<file path="src/rtl/ll_boundary_splitter.sv">
// ll_boundary_splitter: splits LocalLink frames into header/content streams with CID tagging, truncation and stats
module ll_boundary_splitter #(
    parameter int DW      = 8,
    parameter int HDR_LEN = 54,
    parameter int MAX_LEN = 1518,
    parameter int CID_W   = 9,
    parameter int CNT_W   = 16
) (
    input  logic             clk,
    input  logic             rst,
    input  logic [DW-1:0]    rx_ll_data_in,
    input  logic             rx_ll_sof_in_n,
    input  logic             rx_ll_eof_in_n,
    input  logic             rx_ll_src_rdy_n,
    output logic             rx_ll_dst_rdy_n,
    input  logic             HStop,
    input  logic             CStop,
    output logic [DW-1:0]    oHead,
    output logic             HSod,
    output logic             HEn,
    output logic             HEod,
    output logic [DW-1:0]    oCont,
    output logic             CSod,
    output logic             CEn,
    output logic             CEod,
    output logic [CID_W-1:0] o_cid,
    output logic             o_cid_vld,
    output logic [CNT_W-1:0] o_pkt_cnt,
    output logic [CNT_W-1:0] o_err_cnt
);
    localparam int BW = $clog2(MAX_LEN + 1);
    typedef enum logic [1:0] {IDLE, HEAD, CONT, DROP} state_t;
    state_t state_q, state_d;
    logic [BW-1:0] bcnt_q, bcnt_d;
    logic [DW-1:0] ohead_q, ohead_d, ocont_q, ocont_d;
    logic hsod_q, hsod_d, hen_q, hen_d, heod_q, heod_d;
    logic csod_q, csod_d, cen_q, cen_d, ceod_q, ceod_d;
    logic [CID_W-1:0] cid_q, cid_d;
    logic cid_vld_q, cid_vld_d;
    logic [CNT_W-1:0] pkt_q, pkt_d, err_q, err_d;
    logic xfer, sof, eof, last_hdr, last_max, pkt_inc, err_inc;

    assign rx_ll_dst_rdy_n = rst | (state_q == CONT ? CStop : state_q == DROP ? 1'b0 : HStop);

    always_comb begin
        xfer      = !rx_ll_src_rdy_n && !rx_ll_dst_rdy_n;
        sof       = !rx_ll_sof_in_n;
        eof       = !rx_ll_eof_in_n;
        last_hdr  = bcnt_q == BW'(HDR_LEN - 1);
        last_max  = bcnt_q == BW'(MAX_LEN - 1);
        state_d   = state_q;
        bcnt_d    = bcnt_q;
        ohead_d   = ohead_q;
        ocont_d   = ocont_q;
        hsod_d    = 1'b0;
        hen_d     = 1'b0;
        heod_d    = 1'b0;
        csod_d    = 1'b0;
        cen_d     = 1'b0;
        ceod_d    = 1'b0;
        cid_d     = cid_q;
        cid_vld_d = 1'b0;
        pkt_inc   = 1'b0;
        err_inc   = 1'b0;
        if (xfer) begin
            case (state_q)
                IDLE: if (sof) begin
                    hsod_d    = 1'b1;
                    hen_d     = 1'b1;
                    ohead_d   = rx_ll_data_in;
                    cid_d     = cid_q + 1'b1;
                    cid_vld_d = 1'b1;
                    bcnt_d    = BW'(1);
                    heod_d    = eof || HDR_LEN == 1;
                    pkt_inc   = eof;
                    state_d   = eof ? IDLE : HDR_LEN == 1 ? CONT : HEAD;
                end
                HEAD: if (sof) begin
                    heod_d  = 1'b1;
                    err_inc = 1'b1;
                    bcnt_d  = '0;
                    state_d = eof ? IDLE : DROP;
                end else begin
                    hen_d   = 1'b1;
                    ohead_d = rx_ll_data_in;
                    bcnt_d  = bcnt_q + 1'b1;
                    heod_d  = eof || last_hdr;
                    pkt_inc = eof;
                    state_d = eof ? IDLE : last_hdr ? CONT : HEAD;
                end
                CONT: if (sof) begin
                    ceod_d  = 1'b1;
                    err_inc = 1'b1;
                    bcnt_d  = '0;
                    state_d = eof ? IDLE : DROP;
                end else begin
                    cen_d   = 1'b1;
                    ocont_d = rx_ll_data_in;
                    csod_d  = bcnt_q == BW'(HDR_LEN);
                    bcnt_d  = bcnt_q + 1'b1;
                    ceod_d  = eof || last_max;
                    pkt_inc = eof;
                    err_inc = !eof && last_max;
                    state_d = eof ? IDLE : last_max ? DROP : CONT;
                end
                default: state_d = eof ? IDLE : DROP;
            endcase
        end
        pkt_d = (pkt_inc && !(&pkt_q)) ? pkt_q + 1'b1 : pkt_q;
        err_d = (err_inc && !(&err_q)) ? err_q + 1'b1 : err_q;
    end

    always_ff @(posedge clk or posedge rst) begin
        if (rst) begin
            state_q   <= IDLE;
            bcnt_q    <= '0;
            ohead_q   <= '0;
            ocont_q   <= '0;
            hsod_q    <= 1'b0;
            hen_q     <= 1'b0;
            heod_q    <= 1'b0;
            csod_q    <= 1'b0;
            cen_q     <= 1'b0;
            ceod_q    <= 1'b0;
            cid_q     <= '1;
            cid_vld_q <= 1'b0;
            pkt_q     <= '0;
            err_q     <= '0;
        end else begin
            state_q   <= state_d;
            bcnt_q    <= bcnt_d;
            ohead_q   <= ohead_d;
            ocont_q   <= ocont_d;
            hsod_q    <= hsod_d;
            hen_q     <= hen_d;
            heod_q    <= heod_d;
            csod_q    <= csod_d;
            cen_q     <= cen_d;
            ceod_q    <= ceod_d;
            cid_q     <= cid_d;
            cid_vld_q <= cid_vld_d;
            pkt_q     <= pkt_d;
            err_q     <= err_d;
        end
    end

    assign oHead     = ohead_q;
    assign HSod      = hsod_q;
    assign HEn       = hen_q;
    assign HEod      = heod_q;
    assign oCont     = ocont_q;
    assign CSod      = csod_q;
    assign CEn       = cen_q;
    assign CEod      = ceod_q;
    assign o_cid     = cid_q;
    assign o_cid_vld = cid_vld_q;
    assign o_pkt_cnt = pkt_q;
    assign o_err_cnt = err_q;
endmodule

</file>
<file path="config.mk">
export PLATFORM = sky130hd
export DESIGN_NAME = ll_boundary_splitter
export DESIGN_NICKNAME = d
export VERILOG_FILES = /design/src/rtl/ll_boundary_splitter.sv
export SDC_FILE = /design/constraint.sdc
export NUM_CORES = 1
export LEC_CHECK = 0
export ABC_AREA = 1
export BUFFER_PORTS_ARGS = -buffer_cell sky130_fd_sc_hd__buf_2
export CAP_MARGIN = 10
export CORE_MARGIN = 2
export CORE_UTILIZATION = 26
export DETAILED_ROUTE_END_ITERATION = 8
export SYNTH_ARGS = -nofsm -noshare
export SYNTH_HDL_FRONTEND = slang
export SYNTH_SLANG_ARGS = --single-unit
export TNS_END_PERCENT = 30
</file>
<file path="constraint.sdc">
create_clock -name clk -period 2.3 [get_ports clk]
set_input_delay 0.115 -clock clk [delete_from_list [all_inputs] [get_ports clk]]
set_output_delay 0.115 -clock clk [all_outputs]
set_load 0.05 [all_outputs]
</file>
# Yosys cells after proc, flatten, opt, wreduce, memory -nomap -nowiden

Cells that the tools add are included.

Add/sub/neg operators: 4
$mul: 0
Divide/modulo/power cells: 0
$lt $le $gt $ge: 0
Equal/unequal tests: 8
Shift operators: 0
Mux-type cells: 42
Bitwise logic cells: 2
Reduce and logical (&&, ||, !) cells: 22

Operators by type and width:

| cell                                                                    | count |
|---|---|
| 16-bit by 1-bit adder with 16-bit output (second input constant)        | 2 |
| 16-bit AND reduction                                                    | 2 |
| 1-bit 2-to-1 mux                                                        | 24 |
| 11-bit by 6-bit equality test with 1-bit output (second input constant) | 2 |
| 11-bit 2-to-1 mux                                                       | 2 |
| 11-bit case mux with 2 select lines                                     | 1 |
| 8-bit 2-to-1 mux                                                        | 2 |
| 8-bit case mux with 2 select lines                                      | 1 |
| 2-bit 2-to-1 mux                                                        | 7 |
| 11-bit by 1-bit adder with 11-bit output (second input constant)        | 1 |
| 11-bit equality test (second input constant)                            | 1 |
| 9-bit by 1-bit adder with 9-bit output (second input constant)          | 1 |
| 3-bit AND reduction                                                     | 3 |
| 1-bit case mux with 2 select lines                                      | 4 |
| 2-bit case mux with 3 select lines                                      | 1 |
| 1-bit logical NOT                                                       | 5 |
| 2-bit equality test (second input constant)                             | 2 |
| 1-bit logical AND                                                       | 4 |
| 2-bit != test (second input constant)                                   | 2 |
| 4-bit AND reduction                                                     | 1 |
| 2-bit nonzero test                                                      | 2 |
| 2-bit by 1-bit equality test with 1-bit output (second input constant)  | 1 |
| 2-bit logical NOT                                                       | 1 |
| 1-bit logical OR                                                        | 2 |
| 4 further kinds                                                         | 4 |

Bits in registers: 76
Bits in latches: 0
RAM bits: 0
Memory bits (read-only): 0
Bits of input ports: 15
Output and inout bits: 65
Logic and storage cells: 91
Memories: 0

# Longest topological paths before layout

Depth after elaboration: 8
Depth in mapped cells: 12
Gate-level depth less buffers: 10

# Worst setup path after synthesis

Ideal clock, no wire load.

Kind: register to register
From: reg pkt_q[1], in the netlist o_pkt_cnt[1]
To: reg pkt_q[0], in the netlist o_pkt_cnt[0]
Library setup time: 117 ps
Arrival time: 1833 ps
Required time: 2183 ps
Setup slack: 350 ps
Stages on the path, launching flop included: 10
Path buffers: 1
Clock period less this slack: 1950 ps
Cell sequence: dfrtp_1 ha_1 inv_1 nor2_4 nand2_2 o21ai_4 inv_4 buf_12 nand2_4 nand2_2

Cells in the longest elaborated chain, start to end: 3

RTL lines:

| what                   | RTL line | source |
|---|---|---|
| from (decl)            | 40       | `logic [CNT_W-1:0] pkt_q, pkt_d, err_q, err_d;` |
| from (signal assigned) | 142      | `pkt_q <= pkt_d;` |
| 16-bit AND reduction   | 109      | `pkt_d = (pkt_inc && !(&pkt_q)) ? pkt_q + 1'b1 : pkt_q;` |
| 1-bit logical NOT      | 109      |  |
| 1-bit logical AND      | 109      |  |

No other way between the ends.
A chain may end at the register's enable or synchronous reset.

# Worst setup path in the final report

From: reg state_q[0]
To: reg pkt_q[13], in the netlist o_pkt_cnt[13]

Cells in the longest elaborated chain, start to end: 8
Elaborated cells between the ends (all ways): 13
Classes of those cells: 3 x eq/ne; 4 x mux; 1 x bitwise; 5 x reduce/logical

RTL lines:

| what                           | RTL line | source |
|---|---|---|
| from (decl)                    | 33       | `state_t state_q, state_d;` |
| from (signal assigned)         | 130      | `state_q <= state_d;` |
| 2-bit equality test            | 43       | `assign rx_ll_dst_rdy_n = rst \| (state_q == CONT ? CStop : state_q == DROP ? 1'b0 : HStop);` |
| 1-bit 2-to-1 mux (2 in series) | 43       |  |
| 1-bit bitwise OR               | 43       |  |
| 1-bit logical NOT              | 46       | `xfer = !rx_ll_src_rdy_n && !rx_ll_dst_rdy_n;` |
| 1-bit logical AND              | 46       |  |
| 1-bit 2-to-1 mux (*)           | 65       | `if (xfer) begin` |
| 1-bit logical AND (*)          | 109      |  |

Every way passes the cells marked *; elsewhere a longest branch is shown, timed or not.

==> impl_metrics.ini <==
[status]
status = complete, no violations

[critical_path]
worstPathArrival_ns = 2.31
end_kind = flip-flop
cp.required_ns = 2.57
crit_type = reg2reg
crit_fanout = 19
crit_path_start_kind = flip-flop

[drt]
drc = 0
routed.top_layer = met5
ant_nets = 0
drtPass1Iterations = 4
wl_mm = 11.3
drt_iter0_drc = 153
wl_met3_um = 547
via_per_inst = 4.41
vias = 4039
wl_per_cell_um = 12.3
wl_met2_mm = 5.20
wirelength_met1_mm = 5.47

[yosys]
syn_nets = 617
synthAdderAreaFrac_pct = 2.74
syn-cell-area_sq_mm = 0.00456
synthMuxAreaShare_pct = 0
synth_top_area_share_pct = 36.8
synth_ff_type = dfrtp_1
ys_top_cells_by_count = 213 x nand2_1, 67 x dfrtp_1, 50 x nor2_1
yosysWarnings = 0
yosys-top-cells-area = dfrtp_1 37%, nand2_1 18%, nand3_1 5.4%, dfstp_2 5.2%, nor2_1 4.1%
synthXorXnorAreaFrac_pct = 5.38
syn_avg_cell_area_sq_um = 7.70
yosys.area.top_type = dfrtp_1
synth_seq_cells = 76
synthCells = 592
synth_top_family_by_area = simple AND/OR/NAND/NOR gates
synth_compound_area_share_pct = 4.72
ys_seq_area_share_pct = 41.9
ys_types = 35
synth-edff-count = 0
yosys.area_share.simple_pct = 38.7
synth.most_common_cell = nand2_1
synthArstFlopShare_pct = 100

[power_and_ir_drop]
power.density_mw_per_mm2 = 924
p_leak_nw = 2.93
internal_power_mw = 2.93
p_sw_share_pct = 43.2
p_seq_share_pct = 35.1
p_sw_mw = 2.23
pwr-share-clk_pct = 27.9
power_mw = 5.16
irDropWorstVdd_mv = 0.951
p_comb_share_pct = 37.0

[clocking]
cts_sinks = 76
h-tree-depth = 3
post_cts_buffers = 0
clock-root-buffer = clkbuf_16
cts_tree = built
clock_path_buffers = 2
path_clk_slew_ns = 0.06
cts_resized = 0
numCtsBuffers = 9
clock_latency_ns = 0.34

[placed_design]
place_area_sq_mm = 0.00519
io_buffers = 79
dp_cells = 890
routabilityCongestion = 0.821
dp_hpwl_mm = 8.22

[floorplan]
core-area_sq_mm = 0.0172
std_cell_rows = 48
initial_core_util_pct = 26.5
io_pins = 80
dieArea_sq_mm = 0.0186
die_h_um = 136
die-width_um = 136

[sta]
drv_slew = 0
fin_crit_sh_pct = 88.6
rsz0062_at_grt = no
slew-limit-headroom_pct = 54.1
hold_viol = 0
setup_viol = 0
worstMarginPinSlew_ns = 0.688
fmax_mhz = 491
fin_skew_ns = 0.00853
finalCriticalPeriod_ns = 2.04
fin_setup_tns_ns = 0

[worst_hold_path]
min_path_type = in2reg

[cells_and_area]
utilization_pct = 32.4
final_cell_area_sq_mm = 0.00558
instances_no_fill = 915
nets = 710
final_layout_size_suffix_gt1_share_pct = 23.3
area_growth_pct = 22.4
diodes = 0

[job]
drv_cap = 0

[grt]
grt_pass1_wl_mm = 19.4
antenna_found_initial = 1
track_usage_pct = 12.9
grt_start_max_net_pins = 41
overflow = 0
grt_pass1_vias = 3933
-- power by group through the flow --
stage	clock network, mW	logic (mW)	registers (mW)
after detailed placement	0	1.92	1.82
final	1.44	1.91	1.81
after CTS	1.49	1.93	1.81
after floorplan	0	0.752	2.51
after global routing	1.54	2.09	1.85
after global placement	0	1.90	1.82
-- stage by stage --
stage          hold slack, ns  setup WS [ns]
2_1_floorplan           0.224          0.262
3_3_place_gp            0.289          0.289
3_5_place_dp            0.284          0.264
4_1_cts                0.0747          0.244
5_1_grt                0.0804         0.0334
6_report               0.0911          0.263
-- critical path, stage by stage (launching register included) --
cell and delay, ns:
dfrtp_1 0.40, inv_1 0.10, ha_1 0.38, inv_2 0.06, nand3_2 0.10, nand3_4 0.16
nor2_4 0.15, o21ai_4 0.17, inv_4 0.30, nand2_1 0.09, nand2_1 0.06
-- layer usage --
layer / vias to the layer above / GRT usage [%]
li1: 2053 / -
met1: 1891 / 17.1
met2: 85 / 21.3
met3: 8 / 3.28
met4: 2 / 2.84
met5: - / 0
-- flip-flops by register name (all words and copies together) (netlist names), 2 cells and up --
signal	cells
o_err_cnt	16
o_pkt_cnt	16
bcnt_q	11
o_cid	9
oCont	8
oHead	8
state_q	2
-- cell type report --
cell class | instances | area, sq um
fill | 1850 | 11700
multi-input combinational | 454 | 2350
clock buffer | 9 | 225
inverter | 50 | 191
sequential | 76 | 1910
clock inverter | 7 | 76.3
tap | 225 | 282
timing repair buffer | 94 | 543
-- kinds of logic (layout without fill, tap and decap cells) --
logic type | count (synthesis) | count (layout)
AND/OR/NAND/NOR | 379 | 379
flip-flops | 76 | 76
buffers and inverters | 62 | 160
AO/OA/AOI/OAI | 37 | 37
XOR/XNOR | 28 | 28
adder cells (fa/ha/maj) | 10 | 10
-- cells in the final DEF, fill, tap and decap left out, drive strengths merged --
cell type	instances
dlygate4sd3	9
and2	1
buf	85
o31ai	1
o21ai	24
nor3	8
dfrtp	67
nand3	54
xnor2	13
a21oi	11
clkinvlp	1
a31oi	1
xor2	15
nand2	239
dfstp	9
ha	10
nand3b	2
inv	49
nand4	11
clkbuf	9
bufinv	1
clkinv	6
nor2	64
-- final timing paths --
path                                              from                         to  slack, ns  depth (start not counted)
worst max register to register  state_q[0]$_DFFE_PP0P_  o_pkt_cnt[13]$_DFFE_PP0P_       0.26                         10
worst min-delay path                    rx_ll_eof_in_n             CEod$_DFF_PP0_       0.09                          2
max in group asynchronous                          rst      bcnt_q[4]$_DFFE_PP0P_       1.20                          4
worst min register to register    oHead[1]$_DFFE_PP0P_       oHead[1]$_DFFE_PP0P_       0.48                          2
worst max-delay path            state_q[0]$_DFFE_PP0P_  o_pkt_cnt[13]$_DFFE_PP0P_       0.26                         10
min in group asynchronous                          rst   o_err_cnt[0]$_DFFE_PP0P_       0.46                          3
-- repair_timing --
item                                   in CTS  in global routing
endpoints found under the hold margin      35                  0
setup endpoints to repair                   0                  0
hold buffers                                9                  0
No activity file was read; power rests on OpenSTA's default activity.
